$ cat config.mk
export PLATFORM = sky130hd
export DESIGN_NAME = pattern_count_stream
export DESIGN_NICKNAME = d
export VERILOG_FILES = /design/src/rtl/pattern_count_pkg.sv /design/src/rtl/pattern_count_stream_match.sv /design/src/rtl/pattern_count_stream.sv
export SDC_FILE = /design/constraint.sdc
export NUM_CORES = 1
export LEC_CHECK = 0
export ABC_AREA = 1
export ABC_CLOCK_PERIOD_IN_PS = 1900
export CAP_MARGIN = 5
export CORE_UTILIZATION = 30
export DETAILED_ROUTE_END_ITERATION = 16
export SLEW_MARGIN = 20
export SYNTH_ARGS = -nofsm -noshare
export SYNTH_HDL_FRONTEND = slang
export SYNTH_SLANG_ARGS = --single-unit
$ cat constraint.sdc
create_clock -name clk -period 1.9 [get_ports clk]
set_clock_uncertainty 0.2 [all_clocks]
set_input_delay 0.38 -clock clk [delete_from_list [all_inputs] [get_ports clk]]
set_output_delay 0.38 -clock clk [all_outputs]
set_load 0.02 [all_outputs]
$ cat src/rtl/pattern_count_pkg.sv
// pattern_count_pkg: shared FSM state type and default parameters for the pattern counter.
package pattern_count_pkg;
  typedef enum logic [1:0] {IDLE, RUN, DONE} state_t;
  localparam int DEF_PAT_W = 3;
  localparam logic [15:0] DEF_PATTERN = 16'b101;
  localparam int DEF_CNT_W = 4;
  localparam int DEF_IDX_W = 8;
endpackage

$ cat src/rtl/pattern_count_stream_match.sv
// pattern_match_shift: history shift register and fill counter; flags a match including the current beat.
module pattern_match_shift
  import pattern_count_pkg::*;
#(
  parameter int PAT_W = DEF_PAT_W,
  parameter logic [PAT_W-1:0] PATTERN = PAT_W'(DEF_PATTERN)
) (
  input  logic clk,
  input  logic rst,
  input  logic i_clr,
  input  logic i_en,
  input  logic i_bit,
  input  logic i_ovl,
  output logic o_match
);
  localparam int FW = $clog2(PAT_W + 1);
  localparam logic [FW-1:0] FULL = FW'(PAT_W);
  logic [PAT_W-1:0] r_hist, w_hist;
  logic [FW-1:0] r_fill, w_fill;
  always_comb begin
    w_hist = {r_hist[PAT_W-2:0], i_bit};
    w_fill = (r_fill == FULL) ? FULL : r_fill + 1'b1;
    o_match = i_en && (w_fill == FULL) && (w_hist == PATTERN);
  end
  // Non-overlap mode restarts the fill so the next match needs PAT_W fresh bits.
  always_ff @(posedge clk) begin
    if (rst || i_clr) begin
      r_hist <= '0;
      r_fill <= '0;
    end else if (i_en) begin
      r_hist <= w_hist;
      r_fill <= (o_match && !i_ovl) ? '0 : w_fill;
    end
  end
endmodule

$ cat src/rtl/pattern_count_stream.sv
// pattern_count_stream: counts PATTERN occurrences per serial frame and hands the count out with valid/ready.
// Optional PATCNT_FIRST_POS_EN adds first_pos/first_vld (index of the bit completing the first match).
module pattern_count_stream
  import pattern_count_pkg::*;
#(
  parameter int PAT_W = DEF_PAT_W,
  parameter logic [PAT_W-1:0] PATTERN = PAT_W'(DEF_PATTERN),
  parameter int CNT_W = DEF_CNT_W,
  parameter int IDX_W = DEF_IDX_W
) (
  input  logic             clk,
  input  logic             rst,
  input  logic             in_valid,
  output logic             in_ready,
  input  logic             in_bit,
  input  logic             in_last,
  input  logic             mode_ovl,
  output logic             out_valid,
  input  logic             out_ready,
  output logic [CNT_W-1:0] out_count,
  output logic             out_sat
`ifdef PATCNT_FIRST_POS_EN
  ,
  output logic [IDX_W-1:0] first_pos,
  output logic             first_vld
`endif
);
  state_t r_state;
  logic r_ovl, r_sat;
  logic [CNT_W-1:0] r_cnt;
  logic [IDX_W-1:0] r_idx;
  logic w_acc, w_last, w_ovl, w_match, w_clr;
  assign in_ready = r_state != DONE;
  assign out_valid = r_state == DONE;
  assign w_acc = in_valid && in_ready;
  assign w_last = in_last || (&r_idx);
  assign w_ovl = (r_state == IDLE) ? mode_ovl : r_ovl;
  assign w_clr = out_valid && out_ready;
  assign out_count = r_cnt;
  assign out_sat = r_sat;
  pattern_match_shift #(.PAT_W(PAT_W), .PATTERN(PATTERN)) u_match (
    .clk(clk), .rst(rst), .i_clr(w_clr), .i_en(w_acc), .i_bit(in_bit), .i_ovl(w_ovl), .o_match(w_match)
  );
  always_ff @(posedge clk) begin
    if (rst || w_clr) begin
      r_state <= IDLE;
      r_ovl <= 1'b0;
      r_cnt <= '0;
      r_sat <= 1'b0;
      r_idx <= '0;
    end else if (w_acc) begin
      r_state <= w_last ? DONE : RUN;
      r_ovl <= w_ovl;
      r_idx <= r_idx + 1'b1;
      if (w_match) begin
        if (&r_cnt) r_sat <= 1'b1;
        else r_cnt <= r_cnt + 1'b1;
      end
    end
  end
`ifdef PATCNT_FIRST_POS_EN
  logic [IDX_W-1:0] r_first_pos;
  logic r_first_vld;
  always_ff @(posedge clk) begin
    if (rst || w_clr) begin
      r_first_pos <= '0;
      r_first_vld <= 1'b0;
    end else if (w_match && !r_first_vld) begin
      r_first_pos <= r_idx;
      r_first_vld <= 1'b1;
    end
  end
  assign first_pos = r_first_pos;
  assign first_vld = r_first_vld;
`endif
endmodule
==> metrics.md <==
| Metric | Value |
|---|---|
| CORE AREA | `between 3000 and 4000 um2` |
| Vias per cell | `4.49` |
| EDFF count, synth | `0` |
| Slew @ Worst Pin | `0.247 ns` |
| Critical path required time | `1.32 ns` |
| Avg Inst Size Synth | `7.08 um2` |
| IO Count | `14` |
| Final period util | `96.3%` |
| Internal Dissipation | `699 uW` |
| Status | `completed` |
| Startpoint types | `register` |
| Post-synth top area cell | `dfxtp_1` |
| Worst-path maximum fanout | `2` |
| WS Path Type | `register to primary output` |
| Setup crit start | `out_sat$_SDFFE_PP0P_` |
| Seq/Total Area, Yosys | `39.8%` |
| Synthesized area | `a little over 1000 um2` |
| RSZ-0062 raised after global routing | `false` |
| Ordered cell list for the critical path | `clkdlybuf4s50_1` |
| CP bufs+invs | `1` |
| Largest net degree at the start of global routing | `13` |
| Syn_nets | `approximately 150` |
| Sw Ratio | `24.1%` |
| Max Cap Violations | `0` |
| Gate power share | `between 10% and 20%` |
| Final Hold Viols | `0` |
| Top cells by area, synth | `dfxtp_1 (40%), nand2_1 (12%), inv_1 (7.1%)` |
| Setup violations, final | `0` |
| Hold Crit Start | `r_ovl$_SDFFE_PP0P_` |
| CP max stage delay | `0.60 ns` |
| Pleak | `approximately 0.00053 uW` |
| Final Max Slew Viols | `0` |
| Antenna cell count | `0` |
| Warnings, synthesis | `0` |
| Grt total ovfl | `0` |
| Initial antenna violation count | `0` |
| Max VDD drop | `0.295 mV` |
| Placed insts | `200` |
| Die Y | `approximately 60 um` |
| Die Footprint | `3590 um2` |
| Worst-Skew Late Latency | `0.30 ns` |
| Async SR Flop Fraction | `0%` |
| CP max-delay cell | `clkdlybuf4s50_1` |
| DRC | `0` |
| Fin area | `1250 um2` |
| Crit path DAT | `1.25 ns` |
| Final hold slack | `0.277 ns` |
| Total GRT Usage | `between 10% and 20%` |
| Setup Total Neg Slack | `0 ns` |
| Chip width | `59.9 um` |
| # clock sinks | `20` |
| Count leader, synth | `nand2_1` |
| Synth Flop Type | `dfxtp_1` |
| Post-synth top area share | `39.8%` |
| CTS clk-pin slew, worst paths | `0.12 ns` |
| Sequential power share | `48.5%` |
| CTS tree | `yes` |
| CTS root buf | `clkbuf_4` |
| Final GP Congestion | `0.839` |
| Finished Core Util | `40.0%` |
| Top cell family by delay on the critical path | `buffers and inverters` |
| Post-route minimum period | `1.83 ns` |
| # rows | `20` |
| Global-route wire length before repair | `3250 um` |
| DP Wirelength | `1490 um` |
| Area Overhead vs Synth | `24.3%` |
| Flops & latches, synth | `20` |
| Layout cells sized above 1 | `a little over a tenth` |
| Max-slew headroom | `83.5%` |
| DR vias | `915` |
| Yosys cell types | `23` |
| Clock buffer count from CTS | `3` |
| Initial DRC count | `40` |
| I/O Buffers | `13` |
| Fmax | `0.547 GHz` |
| Clock share of power | `38.4%` |
| Cell area power density | `737 nW/um2` |
| Commonest cells in the netlist | `nand2_1 (33), dfxtp_1 (20), inv_1 (19), nor2_1 (19), a21oi_1 (13)` |
| Crit. End Element | `primary output` |
| Routed WL | `2050 um` |
| Final Net Count | `170` |
| Number of global-route vias before repair | `759` |
| Clk buf depth | `2` |
| Reg-to-reg startpoint | `out_count[0]$_SDFFE_PP0P_` |
| DRT Pass-1 Iters | `4` |
| CTS Hold Bufs | `0` |
| Sw power | `222 uW` |
| Routed Antenna Nets | `0` |
| H-tree levels | `1` |
| WL per Instance | `10.1 um` |
| Hold Path Class | `register to register` |
| Non-Filler Instances | `approximately 200` |
| Post-Syn Instances | `142` |
| Starting Density | `around a third` |
| Placement Cell Area | `~1200 um2` |
state kept, by name, indices dropped and copies added (netlist names):
signal,cells
u_match.r_hist,2
out_sat,1
r_ovl,1
r_idx,8
u_match.r_fill,2
out_count,4
r_state,2
routing by layer:
metal / share of wire (%) / routed length, um / track usage, % / vias up
li1: - / - / - / 491
met1: 52 / 1060 / 15.7 / 404
met2: 44 / 906 / 19.4 / 16
met3: 2.2 / 45 / 1.30 / 4
met4: 1.9 / 39 / 7.31 / 0
met5: 0 / 0 / 0 / -
cell type report:
cell class              count  area (um2)
fillers                   342        1880
flip-flops and latches     20         400
repair buffers             17         166
well taps                  44        55.1
clock buffers               3        22.5
inverters                  20        75.1
clock inverters             1        30.0
multi-input cells          99         500
stage by stage:
stage	setup slack, ns	total power (uW)
after floorplan	0.396	534
after global placement	0.0607	574
after detailed placement	0.0454	578
after CTS	0.0508	927
after global routing	0.0157	962
final	0.0709	921
cells in the final DEF (no fill, tap or decap), types with 2 or more instances in the layout:
| cell type | count |
|---|---|
| nand2_4 | 2 |
| clkbuf_4 | 3 |
| buf_4 | 3 |
| nor2_1 | 19 |
| a21oi_1 | 13 |
| clkdlybuf4s50_1 | 7 |
| o21ai_0 | 3 |
| nand4_1 | 4 |
| inv_1 | 19 |
| ha_1 | 2 |
| dlygate4sd2_1 | 5 |
| nand3_1 | 12 |
| nand2_1 | 33 |
| dfxtp_1 | 20 |
| o21ai_2 | 2 |
timing repair:
item | 4_1_cts | 5_1_grt
setup buffers | 0 | 0
endpoints found under the setup margin | 6 | 1
resized for setup | 6 | 1
logic make-up (layout without fill, tap and decap cells):
| group | after synthesis | after routing | share of synthesized area (%) |
|---|---|---|---|
| AOI/OAI and AO/OA | 22 | 22 | 13.4 |
| xor gates and xnor gates | 1 | 1 | 0.871 |
| adders and majority gates | 2 | 2 | 2.49 |
| buffers and inverters | 23 | 41 | 10.4 |
| DFF | 20 | 20 | 39.8 |
| and+or+nand+nor | 74 | 74 | 33.0 |
worst paths after layout:
check / slack, ns / depth (start not counted) / endpoint
worst max-delay path: 0.07 / 1 / out_sat
worst max register to register: 0.35 / 5 / out_count[2]$_SDFFE_PP0P_
worst min register to register: 0.28 / 2 / r_ovl$_SDFFE_PP0P_
worst min-delay path: 0.28 / 2 / r_ovl$_SDFFE_PP0P_
power groups by stage:
stage / clock, uW / sequential (uW) / combinational, uW
CTS: 361 / 447 / 120
global route: 380 / 449 / 133
detailed placement: 0 / 456 / 122
floorplan: 0 / 455 / 79.5
finish: 354 / 447 / 121
global placement: 0 / 455 / 119
(Power assumes the default switching activity.)
